[src/rtl/seg_status_pkg.sv]
// Shared definitions for the seven-segment humidity status receive path:
// the four-code segment alphabet, the decoded status type and the handshake states.
package seg_status_pkg;

    localparam logic [7:0] SEG_ADEQUADA    = 8'h00;
    localparam logic [7:0] SEG_BAIXA_0     = 8'h3F;
    localparam logic [7:0] SEG_BAIXA_1     = 8'h06;
    localparam logic [7:0] SEG_BAIXA_0_E_1 = 8'h5B;

    typedef enum logic [1:0] {
        ST_ADEQUADA    = 2'b00,
        ST_BAIXA_0     = 2'b01,
        ST_BAIXA_1     = 2'b10,
        ST_BAIXA_0_E_1 = 2'b11
    } status_t;

    typedef enum logic {
        IDLE,
        PENDING
    } hs_state_t;

    // Any status other than "adequate" counts as an alarm condition.
    function automatic logic is_alarm(input status_t st);
        return st != ST_ADEQUADA;
    endfunction

endpackage

[src/rtl/seg_debouncer.sv]
// Debounces the segment bus: a pattern qualifies once on its STABLE_CYCLES-th identical sample.
// Registered sampling, combinational qualify; no backpressure (observes the bus every cycle).
module seg_debouncer #(
    parameter int NBITS_SEG     = 8,
    parameter int STABLE_CYCLES = 4
) (
    input  logic                 clk_2,
    input  logic                 reset,
    input  logic [NBITS_SEG-1:0] seg_in,
    output logic                 qualify,
    output logic [NBITS_SEG-1:0] qual_pat
);

    localparam int CW = $clog2(STABLE_CYCLES + 1);

    logic [NBITS_SEG-1:0] seg_q;
    logic [CW-1:0]        stab_cnt;
    logic                 same;

    assign same = (seg_in == seg_q);

    always_ff @(posedge clk_2) begin
        if (reset) begin
            seg_q    <= '0;
            stab_cnt <= '0;
        end else begin
            seg_q <= seg_in;
            if (!same) begin
                stab_cnt <= '0;
            end else if (stab_cnt != CW'(STABLE_CYCLES)) begin
                stab_cnt <= stab_cnt + 1'b1;
            end
        end
    end

    // stab_cnt counts matches after the first sample of a run, so the
    // STABLE_CYCLES-th sample lands while it reads STABLE_CYCLES-2.
    assign qualify  = same && (stab_cnt == CW'(STABLE_CYCLES - 2));
    assign qual_pat = seg_q;

endmodule

[src/rtl/seg_status_decoder.sv]
// Decodes debounced segment patterns into sensor status, counts alarms, flags bad codes.
// Commit STABLE_CYCLES-1 edges after first sample, valid one edge later; changes collapse while consumer stalls.
module seg_status_decoder
    import seg_status_pkg::*;
#(
    parameter int NBITS_SEG     = 8,
    parameter int STABLE_CYCLES = 4,
    parameter int NBITS_CNT     = 8
) (
    input  logic                 clk_2,
    input  logic                 reset,
    input  logic [NBITS_SEG-1:0] seg_in,
    output logic [1:0]           status_out,
    output logic                 status_valid,
    input  logic                 status_ready,
    output logic                 invalid_flag,
    input  logic                 clear_invalid,
    output logic [NBITS_CNT-1:0] alarm_count
);

    logic                 qualify;
    logic [NBITS_SEG-1:0] qual_pat;
    logic                 dec_ok;
    status_t              dec_st;
    status_t              committed;
    hs_state_t            state;

    seg_debouncer #(
        .NBITS_SEG     (NBITS_SEG),
        .STABLE_CYCLES (STABLE_CYCLES)
    ) u_debouncer (
        .clk_2    (clk_2),
        .reset    (reset),
        .seg_in   (seg_in),
        .qualify  (qualify),
        .qual_pat (qual_pat)
    );

    always_comb begin
        dec_ok = 1'b1;
        dec_st = ST_ADEQUADA;
        case (qual_pat)
            NBITS_SEG'(SEG_ADEQUADA):    dec_st = ST_ADEQUADA;
            NBITS_SEG'(SEG_BAIXA_0):     dec_st = ST_BAIXA_0;
            NBITS_SEG'(SEG_BAIXA_1):     dec_st = ST_BAIXA_1;
            NBITS_SEG'(SEG_BAIXA_0_E_1): dec_st = ST_BAIXA_0_E_1;
            default:                     dec_ok = 1'b0;
        endcase
    end

    always_ff @(posedge clk_2) begin
        if (reset) begin
            committed    <= ST_ADEQUADA;
            alarm_count  <= '0;
            invalid_flag <= 1'b0;
        end else begin
            if (qualify && dec_ok && (dec_st != committed)) begin
                committed <= dec_st;
                if (is_alarm(dec_st) && (alarm_count != '1)) begin
                    alarm_count <= alarm_count + 1'b1;
                end
            end
            // A new bad code outranks a simultaneous clear.
            if (qualify && !dec_ok) begin
                invalid_flag <= 1'b1;
            end else if (clear_invalid) begin
                invalid_flag <= 1'b0;
            end
        end
    end

    always_ff @(posedge clk_2) begin
        if (reset) begin
            state        <= IDLE;
            status_out   <= 2'b00;
            status_valid <= 1'b0;
        end else begin
            case (state)
                IDLE: begin
                    if (committed != status_out) begin
                        status_out   <= committed;
                        status_valid <= 1'b1;
                        state        <= PENDING;
                    end
                end
                PENDING: begin
                    if (status_ready) begin
                        if (committed == status_out) begin
                            status_valid <= 1'b0;
                            state        <= IDLE;
                        end else begin
                            status_out <= committed;
                        end
                    end
                end
                default: begin
                    status_valid <= 1'b0;
                    state        <= IDLE;
                end
            endcase
        end
    end

endmodule

[config.mk]
export PLATFORM = sky130hd
export DESIGN_NAME = seg_status_decoder
export DESIGN_NICKNAME = d
export VERILOG_FILES = /design/src/rtl/seg_status_pkg.sv /design/src/rtl/seg_debouncer.sv /design/src/rtl/seg_status_decoder.sv
export SDC_FILE = /design/constraint.sdc
export NUM_CORES = 1
export LEC_CHECK = 0
export CORE_UTILIZATION = 51
export DETAILED_ROUTE_END_ITERATION = 7
export GPL_TIMING_DRIVEN = 0
export PLACE_DENSITY = 0.77
export RECOVER_POWER = 50
export SLEW_MARGIN = 10
export SYNTH_ARGS = -nofsm -noshare
export SYNTH_HDL_FRONTEND = slang
export SYNTH_SLANG_ARGS = --single-unit
[constraint.sdc]
create_clock -name clk_2 -period 2.45 [get_ports clk_2]
set_input_delay 0.49 -clock clk_2 [delete_from_list [all_inputs] [get_ports clk_2]]
set_output_delay 0.49 -clock clk_2 [all_outputs]
set_load 0.03 [all_outputs]
# == Yosys cells after proc, flatten, opt, wreduce, memory -nomap -nowiden ==
# Cells that the tools add are included.
# word_totals
ff_bits,26
wordCells,56
# op_classes
add_sub_neg,2
eq_ne,14
muxes,16
n_bitwise,2
reduce_logical,14
# ops
cell,n
1-bit 2-to-1 mux,9
"8-bit by 1-bit adder with 8-bit output, second input constant",1
"8-bit by 3-bit equality test with 1-bit output, second input constant",1
"8-bit by 6-bit equality test with 1-bit output, second input constant",1
"8-bit by 7-bit equality test with 1-bit output, second input constant",1
8-bit equality test,1
8-bit zero test,1
"8-bit != test, second input constant",1
2-bit 2-to-1 mux,3
"2-bit != test, second input constant",3
2-bit one-hot mux with 3 select lines,1
3-bit AND reduction,2
1-bit logical AND,5
2-bit != test,2
1-bit one-hot mux with 2 select lines,2
2-bit one-hot mux with 2 select lines,1
2-bit nonzero test,2
4-bit OR reduction,1
"3-bit by 1-bit adder with 3-bit output, second input constant",1
"3-bit by 2-bit equality test with 1-bit output, second input constant",1
"3-bit != test, second input constant",1
2-bit equality test,1
"2-bit by 1-bit != test with 1-bit output, second input constant",1
1-bit NOT,2
other kinds (3),3

# == Longest topological paths before layout ==
# depth
ltp_word,6
ltp_mapped,8

# == Modules after synthesis ==
# A second synthesis with hierarchy kept.
# hier_totals
hier_cells,162
area_unflattened_um2,1427.6
# by_module_without_submodules
module,n_inst,cells_per_inst,area_per_inst_um2
seg_status_decoder,1,117,957.2
seg_debouncer,1,45,470.5

# == Worst setup path before layout ==
# OpenSTA, ideal clock, no wires.
# synth_path
kind,reg-to-reg
start,register u_debouncer.seg_q[2] (netlist: u_debouncer.qual_pat[2])
end,register alarm_count[1]
setup_ps,128
t_arrival_ps,2040
t_required_ps,2322
slack_ps,283
stages_incl_launch_ff,9
period_less_slack_ps,2167
path_cell_list,dfxtp_1 -> or3b_1 -> or3_1 -> buf_6 -> and3_1 -> o311ai_4 -> buf_6 -> mux2i_1 -> nor2_1
# synth_via
elab_chain_cells,6
# synth_rtl
item,line_no,source
"start, declared",seg_debouncer.sv:16,logic [NBITS_SEG-1:0] seg_q;
"start signal, assigned",seg_debouncer.sv:27,seg_q <= seg_in;
8-bit by 7-bit equality test with 1-bit output (tied with other cells),seg_status_decoder.sv:42,case (qual_pat)
4-bit OR reduction (no source line),n/a,
1-bit 2-to-1 mux,seg_status_decoder.sv:42,
1-bit logical AND (2 in a row),seg_status_decoder.sv:57,if (qualify && dec_ok && (dec_st != committed)) begin
2-bit AND reduction (no source line) (*),n/a,
"end signal, assigned",seg_status_decoder.sv:60,alarm_count <= alarm_count + 1'b1;
"end, declared",seg_status_decoder.sv:18,output logic [NBITS_CNT-1:0] alarm_count
# Every way passes the cells marked *; elsewhere a longest branch is shown, timed or not.
# A chain may end at the register's enable or synchronous reset.

# == Worst setup path after layout ==
# layout_path
start,input port seg_in[7]
end,register alarm_count[5]
# layout_via
elab_chain_cells,5
# layout_rtl
item,line_no,source
"start, declared",seg_status_decoder.sv:12,"input logic [NBITS_SEG-1:0] seg_in,"
8-bit equality test,seg_debouncer.sv:20,assign same = (seg_in == seg_q);
1-bit logical AND,seg_debouncer.sv:38,assign qualify = same && (stab_cnt == CW'(STABLE_CYCLES - 2));
1-bit logical AND (2 in a row),seg_status_decoder.sv:57,
2-bit AND reduction (no source line),n/a,
# Every way passes these cells.

==> results_dict.tcl <==
set metrics [dict create \
    drc 0 \
    clkLatencyLatePin_ns 0.32 \
    grt_overflow 0 \
    synth_cell_type_count 35 \
    ios 24 \
    final.min_clock_period_ns 2.330 \
    clk_pin_slew_ns 0.14 \
    grt_usage 0.1926 \
    synth_xor_area_frac 0.08569 \
    avgSynthCellArea_sq_um 9.424 \
    antenna_found_initial 0 \
    cts_tree "yes" \
    die_h_um 53.05 \
    r2r_cells 8 \
    finalNonFillerCells 198 \
    num_vias 1117 \
    slowest_stage "or4_1" \
    die_area_sq_mm 0.002814 \
    min_to "status_valid" \
    synth-seq-cells 26 \
    grt_util_met3 0.02586 \
    vdd_drop_max_mv 0.3511 \
    status "complete, no violations" \
    synthesis.nets 159 \
    io_buffer_count 23 \
    yosys-top-cells-count "dfxtp_1 (26), nor2_1 (13), nor2b_1 (9), xnor2_1 (9)" \
    area_growth_syn_to_layout_pct 23.82 \
    yosys.area_share.simple 0.2524 \
    hpwl_mm 1.908 \
    die_x_um 53.05 \
    maxSlewHeadroom 0.6442 \
    finalHoldViolations 0 \
    start_util 0.5364 \
    post_cts_buffers 0 \
    ys.flop_type "dfxtp_1" \
    setup_tns_ns 0 \
    rsz0062_at_grt "false" \
    p_leak_nw 0.5842 \
    synth_compound_area_frac 0.1441 \
    end_kind "register" \
    syn_area_sq_mm 0.001329 \
    fmax_mhz 429.2 \
    r2r-start "u_debouncer.qual_pat[2]" \
    use_met2 0.3629 \
    yosysTopAreaCell "dfxtp_1" \
    routabilityCongestion 0.7246 \
    via_per_inst 5.641 \
    worst_setup_path_start_kind "primary input" \
    synth_top_area_frac 0.3917 \
    crit_required_ns 2.71 \
    grt_pass1_wl_mm 3.988 \
    dr.pass1.iters 4 \
    critPathMaxStageDelay_ns 0.53 \
    drtAntennaViolNets 0 \
    synth_top_family_by_area "simple AND/OR/NAND/NOR gates" \
    routed_wirelength_mm 2.529 \
    dp_cells 194 \
    grt_max_degree 15 \
    layout-drive-gt1-share 0.07738 \
    finalSetupViolCount 0 \
    core_sq_mm 0.002477 \
    syn_inst 141 \
    rows 18 \
    fillers 216 \
    rr_endpoint "alarm_count[1]" \
    avgRoutedWirePerCell_um 12.77 \
    clock_skew_ns 0.005019 \
    yosysSeqAreaShare 0.3917 \
    cts_inserted_buffers 3 \
    worstMarginPinSlew_ns 0.5337 \
    synth_edf_count 0 \
    n_antenna_cell 0 \
    drv_cap 0 \
    yosysMostFrequentCell "dfxtp_1" \
    ff2ff_setup_slack_ns 0.13 \
    grt_pass1_vias 982 \
    h-tree-depth 1 \
    hp-start "status_valid" \
    use_met1 0.2172 \
    busiest_layer "met2" \
    critPathKind "in -> reg" \
    whs_path_depth 2 \
    crit_chain "clkdlybuf4s50_1 -> xnor2_1 -> nand4_1 -> nor4_4 -> o311ai_4 -> or4_1 -> a21oi_2" \
    finalMaxSlewViolations 0 \
    post-route-period-util 0.9510 \
    synthAdderAreaFrac 0.05650 \
    root_buffer "clkbuf_4" \
    ys_top_cells_by_area "dfxtp_1 (39%), xnor2_1 (5.9%), ha_1 (5.6%)" \
    crit_arrival_ns 2.59 \
    fin_nets 187 \
    power_density_mw_per_mm2 432.7 \
    synth_mux_area_frac 0.03013 \
    synthArstFlopShare 0 \
    path_max_fanout 5 \
    first_iter_violations 22 \
    ys_warn_count 0 \
    min_path_type "reg -> reg" \
    clock_path_buffers 2 \
    cts.sinks 26 \
]
-- final cells by class --
type	count	area [sq um]	area share
sequential	26	520.5	0.3163
clock buffer	4	36.28	0.02205
timing repair buffer	23	230.2	0.1399
buffer	4	30.03	0.01825
tap	30	37.54	0.02281
inverter	6	22.52	0.01369
multi-input combinational	105	768.2	0.4669
-- power breakdown --
| part | switching, mW | leakage, nW | total, mW | internal [mW] |
|---|---|---|---|---|
| Clock | 0.126 | 0.0210 | 0.217 | 0.0909 |
| Sequential | 0.00857 | 0.212 | 0.439 | 0.430 |
| Combinational | 0.0240 | 0.352 | 0.0561 | 0.0321 |
-- routing by layer --
metal	routed length [um]	share of wire
met1	1103	0.44
met3	68	0.027
met2	1324	0.52
met5	0	0
met4	33	0.013
-- worst max-delay path: cells and delay by family --
| family | cells | cell delay [ns] |
|---|---|---|
| simple gates | 3 | 1.13 |
| buf+inv | 1 | 0.49 |
| xor+xnor | 1 | 0.13 |
| compound gates | 2 | 0.35 |
-- worst max path at each step --
stage                                        from        endpoint  slack [ns]  depth (start not counted)
after floorplan           u_debouncer.qual_pat[2]  alarm_count[1]        0.28                          8
after global placement                  seg_in[7]  alarm_count[3]       -0.15                          8
after detailed placement                seg_in[7]  alarm_count[5]       -0.22                          7
after CTS                               seg_in[7]  alarm_count[5]        0.11                          7
after global routing      u_debouncer.qual_pat[2]  alarm_count[1]        0.02                          8
final                                   seg_in[7]  alarm_count[5]        0.12                          7
-- cells in the final DEF (no fill, tap or decap), drive strengths merged, types with 6 or more instances in the layout --
| cell | instances |
|---|---|
| clkdlybuf4s50 | 20 |
| xnor2 | 9 |
| nor2b | 9 |
| inv | 6 |
| clkbuf | 6 |
| dfxtp | 26 |
| ha | 6 |
| nor2 | 13 |
| nand2 | 7 |
| nand3 | 7 |
| a21oi | 9 |
-- sequential cells by signal, indices dropped and copies added, names as in the netlist --
signal / count
invalid_flag: 1
status_out: 2
status_valid: 1
committed: 2
alarm_count: 8
u_debouncer.stab_cnt: 3
state: 1
u_debouncer.qual_pat: 8
-- logic make-up (layout without fill, tap and decap cells) --
group | after synthesis | in the layout
compound gates | 23 | 23
xor+xnor | 13 | 13
fa+ha+maj | 6 | 6
buf+inv | 10 | 37
flops | 26 | 26
mux | 4 | 4
simple gates | 59 | 59
-- what timing repair did --
item                                   4_1_cts  5_1_grt
setup endpoints to repair                    0        2
hold buffers                                 0        0
endpoints found under the hold margin        0        0
gates resized for setup                      0        3
-- per-stage QoR --
stage	util	setup slack [ns]	hold WS (ns)	power, mW	cell area (sq um)
detailed placement	0.6444	-0.2154	0.4931	0.5042	1597
CTS	0.6591	0.1149	0.5144	0.7153	1633
finish	0.6641	0.1200	0.5170	0.7120	1645
global placement	0.6444	-0.1469	0.4743	0.5022	1597
floorplan	-	0.2827	0.4997	0.4756	1329
global route	0.6641	0.01570	0.5348	0.7403	1645
No activity file was read; power rests on OpenSTA's default activity.
